### src/rtl/v_alu_pkg.sv
// Shared definitions for the pipelined ALU: opcode encodings, MDU FSM states and flag bundle.
// The multiply/divide unit is only built when V_ALU_MDU_EN is defined.
package v_alu_pkg;

    localparam logic [3:0] ALU_ADD   = 4'h0;
    localparam logic [3:0] ALU_SUB   = 4'h1;
    localparam logic [3:0] ALU_XOR   = 4'h2;
    localparam logic [3:0] ALU_OR    = 4'h3;
    localparam logic [3:0] ALU_AND   = 4'h4;
    localparam logic [3:0] ALU_SLL   = 4'h5;
    localparam logic [3:0] ALU_SRL   = 4'h6;
    localparam logic [3:0] ALU_SRA   = 4'h7;
    localparam logic [3:0] ALU_SLT   = 4'h8;
    localparam logic [3:0] ALU_SLTU  = 4'h9;
    localparam logic [3:0] ALU_MUL   = 4'hA;
    localparam logic [3:0] ALU_MULHU = 4'hB;
    localparam logic [3:0] ALU_DIV   = 4'hC;
    localparam logic [3:0] ALU_DIVU  = 4'hD;
    localparam logic [3:0] ALU_REM   = 4'hE;
    localparam logic [3:0] ALU_REMU  = 4'hF;

    typedef enum logic [1:0] {
        StIdle = 2'd0,
        StIter = 2'd1,
        StFix  = 2'd2
    } mdu_state_e;

    typedef struct packed {
        logic z;
        logic n;
        logic c;
        logic v;
    } alu_flags_t;

    // Opcodes A..F are the multi-cycle multiply/divide group.
    function automatic logic is_mdu_op(input logic [3:0] op);
        return op[3] & (op[2] | op[1]);
    endfunction

endpackage

### src/rtl/v_alu_mdu_iter.sv
// One-bit-per-cycle iteration datapath: shift-add multiply and restoring divide on magnitudes.
// hi/lo hold {product high, product low} or {remainder, quotient}; done rises after WIDTH steps.
module v_alu_mdu_iter #(
    parameter int unsigned WIDTH = 32
) (
    input  logic             clk_i,
    input  logic             rst_i,
    input  logic             start_i,
    input  logic             is_div_i,
    input  logic [WIDTH-1:0] op_a_i,
    input  logic [WIDTH-1:0] op_b_i,
    output logic             done_o,
    output logic [WIDTH-1:0] hi_o,
    output logic [WIDTH-1:0] lo_o
);

    localparam int unsigned CNT_W = $clog2(WIDTH) + 1;

    logic [WIDTH-1:0] hi_q, lo_q, d_q;
    logic [WIDTH-1:0] hi_d, lo_d;
    logic [CNT_W-1:0] cnt_q;
    logic             div_q;

    logic [WIDTH:0]   mul_sum;
    logic [WIDTH:0]   rem_sh;
    logic             fits;

    assign done_o = (cnt_q == CNT_W'(WIDTH));
    assign hi_o   = hi_q;
    assign lo_o   = lo_q;

    always_comb begin
        mul_sum = {1'b0, hi_q} + (lo_q[0] ? {1'b0, d_q} : '0);
        rem_sh  = {hi_q, lo_q[WIDTH-1]};
        fits    = (rem_sh >= {1'b0, d_q});
        if (div_q) begin
            // Remainder stays below the divisor, so the low WIDTH bits of the difference are exact.
            hi_d = fits ? (rem_sh[WIDTH-1:0] - d_q) : rem_sh[WIDTH-1:0];
            lo_d = {lo_q[WIDTH-2:0], fits};
        end else begin
            hi_d = mul_sum[WIDTH:1];
            lo_d = {mul_sum[0], lo_q[WIDTH-1:1]};
        end
    end

    always_ff @(posedge clk_i or posedge rst_i) begin
        if (rst_i) begin
            hi_q  <= '0;
            lo_q  <= '0;
            d_q   <= '0;
            div_q <= 1'b0;
            cnt_q <= CNT_W'(WIDTH);
        end else if (start_i) begin
            hi_q  <= '0;
            lo_q  <= is_div_i ? op_a_i : op_b_i;
            d_q   <= is_div_i ? op_b_i : op_a_i;
            div_q <= is_div_i;
            cnt_q <= '0;
        end else if (!done_o) begin
            hi_q  <= hi_d;
            lo_q  <= lo_d;
            cnt_q <= cnt_q + CNT_W'(1);
        end
    end

endmodule

### src/rtl/v_alu_pipe.sv
// Handshaked ALU with a registered output stage and an optional iterative multiply/divide unit.
// Define V_ALU_MDU_EN to build ops A-F; otherwise they complete in one cycle with result 0.
module v_alu_pipe
    import v_alu_pkg::*;
#(
    parameter int unsigned WIDTH = 32
) (
    input  logic             clk,
    input  logic             rst,
    input  logic             flush,
    input  logic             in_valid,
    output logic             in_ready,
    input  logic [WIDTH-1:0] a,
    input  logic [WIDTH-1:0] b,
    input  logic [3:0]       alu_op,
    output logic             out_valid,
    input  logic             out_ready,
    output logic [WIDTH-1:0] result,
    output logic             z,
    output logic             n,
    output logic             c,
    output logic             v,
    output logic             busy
);

    localparam int unsigned SH_W = $clog2(WIDTH);

    logic [WIDTH-1:0] result_q;
    alu_flags_t       flags_q;
    logic             out_valid_q;
    logic             slot_free;
    logic             accept;

    logic [WIDTH:0]   sum_ext, diff_ext;
    logic [SH_W-1:0]  shamt;
    logic [WIDTH-1:0] alu_res;
    logic             alu_carry, alu_ovf;
    alu_flags_t       alu_flags;

    assign slot_free = ~out_valid_q | out_ready;
    assign accept    = in_valid & in_ready;
    assign out_valid = out_valid_q;
    assign result    = result_q;
    assign z         = flags_q.z;
    assign n         = flags_q.n;
    assign c         = flags_q.c;
    assign v         = flags_q.v;

    always_comb begin
        sum_ext   = {1'b0, a} + {1'b0, b};
        diff_ext  = {1'b0, a} - {1'b0, b};
        shamt     = b[SH_W-1:0];
        alu_res   = '0;
        alu_carry = 1'b0;
        alu_ovf   = 1'b0;
        case (alu_op)
            ALU_ADD: begin
                alu_res   = sum_ext[WIDTH-1:0];
                alu_carry = sum_ext[WIDTH];
                alu_ovf   = (a[WIDTH-1] == b[WIDTH-1]) & (sum_ext[WIDTH-1] != a[WIDTH-1]);
            end
            ALU_SUB: begin
                alu_res   = diff_ext[WIDTH-1:0];
                alu_carry = ~diff_ext[WIDTH];
                alu_ovf   = (a[WIDTH-1] != b[WIDTH-1]) & (diff_ext[WIDTH-1] != a[WIDTH-1]);
            end
            ALU_XOR:  alu_res = a ^ b;
            ALU_OR:   alu_res = a | b;
            ALU_AND:  alu_res = a & b;
            ALU_SLL:  alu_res = a << shamt;
            ALU_SRL:  alu_res = a >> shamt;
            ALU_SRA:  alu_res = WIDTH'($signed(a) >>> shamt);
            ALU_SLT:  alu_res = WIDTH'($signed(a) < $signed(b));
            ALU_SLTU: alu_res = WIDTH'(a < b);
            default:  alu_res = '0;
        endcase
        alu_flags.z = (alu_res == '0);
        alu_flags.n = alu_res[WIDTH-1];
        alu_flags.c = alu_carry;
        alu_flags.v = alu_ovf;
    end

`ifdef V_ALU_MDU_EN
    mdu_state_e       state_q;
    logic [3:0]       op_q;
    logic             q_neg_q, r_neg_q, b_zero_q;
    logic [WIDTH-1:0] a_q;

    logic             signed_div;
    logic [WIDTH-1:0] a_mag, b_mag;
    logic             mdu_start;
    logic             iter_done;
    logic [WIDTH-1:0] iter_hi, iter_lo;
    logic [WIDTH-1:0] mdu_res;

    assign in_ready   = (state_q == StIdle) & slot_free & ~flush;
    assign busy       = (state_q != StIdle);
    assign signed_div = (alu_op == ALU_DIV) | (alu_op == ALU_REM);
    assign a_mag      = (signed_div & a[WIDTH-1]) ? -a : a;
    assign b_mag      = (signed_div & b[WIDTH-1]) ? -b : b;
    assign mdu_start  = accept & is_mdu_op(alu_op);

    v_alu_mdu_iter #(
        .WIDTH (WIDTH)
    ) u_mdu_iter (
        .clk_i    (clk),
        .rst_i    (rst),
        .start_i  (mdu_start),
        .is_div_i (alu_op[2]),
        .op_a_i   (a_mag),
        .op_b_i   (b_mag),
        .done_o   (iter_done),
        .hi_o     (iter_hi),
        .lo_o     (iter_lo)
    );

    // MIN / -1 needs no special case: |MIN| / 1 already yields MIN with a zero remainder.
    always_comb begin
        case (op_q)
            ALU_MUL:            mdu_res = iter_lo;
            ALU_MULHU:          mdu_res = iter_hi;
            ALU_DIV, ALU_DIVU:  mdu_res = b_zero_q ? '1 : (q_neg_q ? -iter_lo : iter_lo);
            ALU_REM, ALU_REMU:  mdu_res = b_zero_q ? a_q : (r_neg_q ? -iter_hi : iter_hi);
            default:            mdu_res = '0;
        endcase
    end
`else
    assign in_ready = slot_free & ~flush;
    assign busy     = 1'b0;
`endif

    always_ff @(posedge clk or posedge rst) begin
        if (rst) begin
            result_q    <= '0;
            flags_q     <= '{z: 1'b1, n: 1'b0, c: 1'b0, v: 1'b0};
            out_valid_q <= 1'b0;
`ifdef V_ALU_MDU_EN
            state_q     <= StIdle;
            op_q        <= ALU_ADD;
            q_neg_q     <= 1'b0;
            r_neg_q     <= 1'b0;
            b_zero_q    <= 1'b0;
            a_q         <= '0;
`endif
        end else if (flush) begin
            out_valid_q <= 1'b0;
`ifdef V_ALU_MDU_EN
            state_q     <= StIdle;
`endif
        end else begin
            if (out_valid_q && out_ready) begin
                out_valid_q <= 1'b0;
            end
`ifdef V_ALU_MDU_EN
            case (state_q)
                StIdle: begin
                    if (accept) begin
                        if (is_mdu_op(alu_op)) begin
                            state_q  <= StIter;
                            op_q     <= alu_op;
                            q_neg_q  <= signed_div & (a[WIDTH-1] ^ b[WIDTH-1]);
                            r_neg_q  <= signed_div & a[WIDTH-1];
                            b_zero_q <= (b == '0);
                            a_q      <= a;
                        end else begin
                            result_q    <= alu_res;
                            flags_q     <= alu_flags;
                            out_valid_q <= 1'b1;
                        end
                    end
                end
                StIter: begin
                    if (iter_done) begin
                        state_q <= StFix;
                    end
                end
                StFix: begin
                    // Wait here while the previous result is still unclaimed.
                    if (slot_free) begin
                        result_q    <= mdu_res;
                        flags_q     <= '{z: (mdu_res == '0), n: mdu_res[WIDTH-1],
                                         c: 1'b0, v: 1'b0};
                        out_valid_q <= 1'b1;
                        state_q     <= StIdle;
                    end
                end
                default: state_q <= StIdle;
            endcase
`else
            if (accept) begin
                result_q    <= alu_res;
                flags_q     <= alu_flags;
                out_valid_q <= 1'b1;
            end
`endif
        end
    end

endmodule

### config.mk
export PLATFORM = sky130hd
export DESIGN_NAME = v_alu_pipe
export DESIGN_NICKNAME = d
export VERILOG_FILES = /design/src/rtl/v_alu_pkg.sv /design/src/rtl/v_alu_mdu_iter.sv /design/src/rtl/v_alu_pipe.sv
export SDC_FILE = /design/constraint.sdc
export NUM_CORES = 1
export LEC_CHECK = 0
export CAP_MARGIN = 25
export CORE_MARGIN = 8
export CORE_UTILIZATION = 48
export CTS_BUF_LIST = sky130_fd_sc_hd__clkbuf_8
export CTS_CLUSTER_DIAMETER = 30
export DETAILED_ROUTE_END_ITERATION = 7
export PLACE_DENSITY = 0.7
export SLEW_MARGIN = 5
export SYNTH_ARGS = -nofsm -noshare
export SYNTH_HDL_FRONTEND = slang
export SYNTH_SLANG_ARGS = --single-unit
### constraint.sdc
create_clock -name clk -period 3.9 [get_ports clk]
set_input_delay 0.78 -clock clk [delete_from_list [all_inputs] [get_ports clk]]
set_output_delay 0.78 -clock clk [all_outputs]
set_load 0.01 [all_outputs]
==> results.sh <==
export IMPL_synth_distinct_cells=87
export IMPL_route_detailed_drc=11
export IMPL_preCtsSetupSlack_ps=-1145
export IMPL_hold_viol_final=0
export IMPL_dr_pass1_iters=8
export IMPL_holdCritPathClass="reg -> reg"
export IMPL_drt_total_wl_mm=70.70
export IMPL_synth_avg_cell_area_um2=7.158
export IMPL_num_rows=57
export IMPL_synth_nets=1800
export IMPL_synth_warnings=0
export IMPL_syn2layout_area_growth_pct=63.39
export IMPL_synthesis_area_um2=11620
export IMPL_grt_pass1_vias=17083
export IMPL_n_antenna_cell=0
export IMPL_p_leak_nw=8.760
export IMPL_layout_common_cells="639 x buf_4, 151 x nor2_1, 129 x nand2_1"
export IMPL_viasPerCell=6.838
export IMPL_seq_area_um2=902.1
export IMPL_gr_total_overflow=0
export IMPL_multiInputGateArea_um2=10820
export IMPL_placed_area_um2=17670
export IMPL_cp_end_kind="flop"
export IMPL_cts_made_buffers=5
export IMPL_synth_top_area_cell="ha_1"
export IMPL_status="complete, but fails checks"
export IMPL_rsz0062_at_grt="yes"
export IMPL_synthTopCellsByArea="ha_1 11%, mux4_2 7.6%, dfrtp_1 7.5%, nor2_1 5.2%, a21oi_1 5.1%"
export IMPL_drv_cap=0
export IMPL_async_flop_share_pct=100.0
export IMPL_worst_setup_path_start_kind="input port"
export IMPL_dp_cells=2573
export IMPL_yosysSeqAreaShare_pct=7.760
export IMPL_grt_max_degree=53
export IMPL_worst_slack_ps=-363.5
export IMPL_start_util_pct=48.37
export IMPL_fill_cells=1767
export IMPL_drt_initial_drc_count=2902
export IMPL_critPathRequiredTime_ps=4120
export IMPL_critPathMaxFanout=7
export IMPL_slew_violations=0
export IMPL_track_usage_pct=45.68
export IMPL_cts_hold_fix_buffers=0
export IMPL_peakVddDrop_uv=224.9
export IMPL_dieWidth_um=171.6
export IMPL_p_per_area_nw_per_um2=200.2
export IMPL_clkLatencyLatePin_ps=300
export IMPL_stdcell_count=2605
export IMPL_synth_cells=1624
export IMPL_synth_top_area_share_pct=10.87
export IMPL_slew_headroom_pct=34.14
export IMPL_ys_seq_elements=36
export IMPL_via_count=17813
export IMPL_fin_nets=2456
export IMPL_port_buffers=110
export IMPL_wl_per_cell_um=27.14
export IMPL_drtAntennaViolNets=0
export IMPL_root_buffer="clkbuf_8"
export IMPL_clk_pin_slew_ps=90
export IMPL_period_minus_slack_ps=4263
export IMPL_fin_crit_sh_pct=109.3
export IMPL_synth_edf_count=0
export IMPL_violations="design-rule violations, negative setup slack"
export IMPL_ios=112
export IMPL_final_common_cell="buf_4"
export IMPL_die_area_um2=29460
export IMPL_cts_tree="built"
export IMPL_setup_violations_final=3
export IMPL_die_y_um=171.6
export IMPL_fin_util_pct=79.03
export IMPL_worstSetupPathType="in -> reg"
export IMPL_cts_sinks=36
export IMPL_routabilityCongestion=1.175
export IMPL_grt_pass1_wl_mm=102.5
export IMPL_clockBufferDepth=2
export IMPL_antenna_found_initial=1
export IMPL_dp_hpwl_mm=55.44
export IMPL_fin_skew_ps=3.448
export IMPL_core_um2=24030
export IMPL_htreeDepth=2
export IMPL_fin_area_um2=18990
export IMPL_drive_above_1_share_pct=41.47
export IMPL_fmax_ghz=0.2346
export IMPL_arrival_ps=4490
export IMPL_synth_flop_cell="dfrtp_1"
export IMPL_tightest_slew_ps=974.1
==> flip-flops by register name, summed over array words and instances, names as in the netlist <==
| signal | cells |
|---|---|
| c | 1 |
| v | 1 |
| z | 1 |
| result | 32 |
| out_valid | 1 |
==> critical path: stages <==
cell and delay, ps:
clkdlybuf4s50_1 520, inv_2 90, ha_4 330, buf_4 130
nor2b_2 50, o21ai_1 220, nand2_1 150, o41ai_4 340
buf_4 200, o21ai_1 50, a31oi_1 140, o211ai_1 210
nor4_4 320, nand4_1 190, or4_4 570, o31ai_4 180
==> worst paths after layout <==
kind	cells past startpoint	slack (ps)	from	to
max	16	-360	b[12]	z$_DFFE_PP1P_
min	2	500	result[4]$_DFFE_PP0P_	result[4]$_DFFE_PP0P_
max reg2reg	10	810	out_valid$_DFFE_PP0P_	z$_DFFE_PP1P_
min reg2reg	2	500	result[4]$_DFFE_PP0P_	result[4]$_DFFE_PP0P_
max in group asynchronous	3	2630	rst	z$_DFFE_PP1P_
min in group asynchronous	3	910	rst	result[13]$_DFFE_PP0P_
==> where the power goes <==
part / switching (mW) / total [mW] / leakage, nW / internal [mW]
sequential: 0.0410 / 0.485 / 0.460 / 0.444
clock: 0.161 / 0.350 / 0.0541 / 0.190
combinational: 1.57 / 2.97 / 8.25 / 1.40
==> routing by layer <==
metal	part of all wire, %	wire length [um]	vias to the layer above	global-route usage (%)
met5	0.016	11	-	0
li1	-	-	7487	-
met3	14	9730	490	12.88
met2	41	29130	1644	68.83
met4	9.8	6922	2	33.53
met1	35	24910	8190	54.96
==> through the flow <==
stage                     TNS [ps]  power (mW)  hold slack (ps)
final                       -397.5       3.803            497.5
after CTS                   -452.5       3.533            487.6
after global routing        -604.3       3.928            506.2
after floorplan             -325.1       1.668            487.6
after global placement       -8110       3.037            460.0
after detailed placement     -9224       3.080            468.9
==> synth_stat cells (6+ instances only) <==
library cell,n
nor2_1,160
nand2_1,133
a21oi_1,119
ha_1,101
inv_1,101
o21ai_0,94
clkbuf_1,90
mux2i_1,56
nand3_1,53
nor3_1,53
mux2_2,45
a211oi_1,43
mux4_2,39
o22ai_1,37
dfrtp_1,35
o211ai_1,25
a221oi_1,21
a31oi_1,20
buf_2,20
nand4_1,19
nor2b_1,19
a21o_1,18
nor4_1,18
a22oi_1,15
o221ai_1,14
xnor2_1,13
a2111oi_0,12
buf_1,12
a211o_1,11
nand2b_1,11
o21a_1,11
o31ai_1,11
or3_1,11
a22o_1,10
o21bai_1,8
or4_1,8
buf_4,7
nor4b_1,7
o2111ai_1,7
a221o_1,6
and2_1,6
and3_1,6
o21ai_1,6
==> repair_timing <==
action	4_1_cts	5_1_grt
resized for setup	108	154
pin swaps	26	36
endpoints found under the setup margin	12	16
setup buffers	11	13
endpoints found under the hold margin	0	0
==> layout make-up <==
cell class	count	share of cell area, %
Tap cell	324	2.134
Timing Repair Buffer	780	33.38
Clock inverter	3	0.2240
Inverter	105	2.180
Sequential cell	36	4.749
Clock buffer	5	0.3623
Multi-Input combinational cell	1352	56.97
==> cells by family after synthesis <==
| logic type | after synthesis | synth area share, % |
|---|---|---|
| buf+inv | 236 | 8.191 |
| flops | 36 | 7.760 |
| mux | 143 | 17.12 |
| compound gates | 555 | 32.42 |
| simple gates | 532 | 21.90 |
| fa+ha+maj | 103 | 11.22 |
| other cells | 1 | 0.03226 |
| xor+xnor | 18 | 1.356 |
Power figures use the tool's default switching activity.
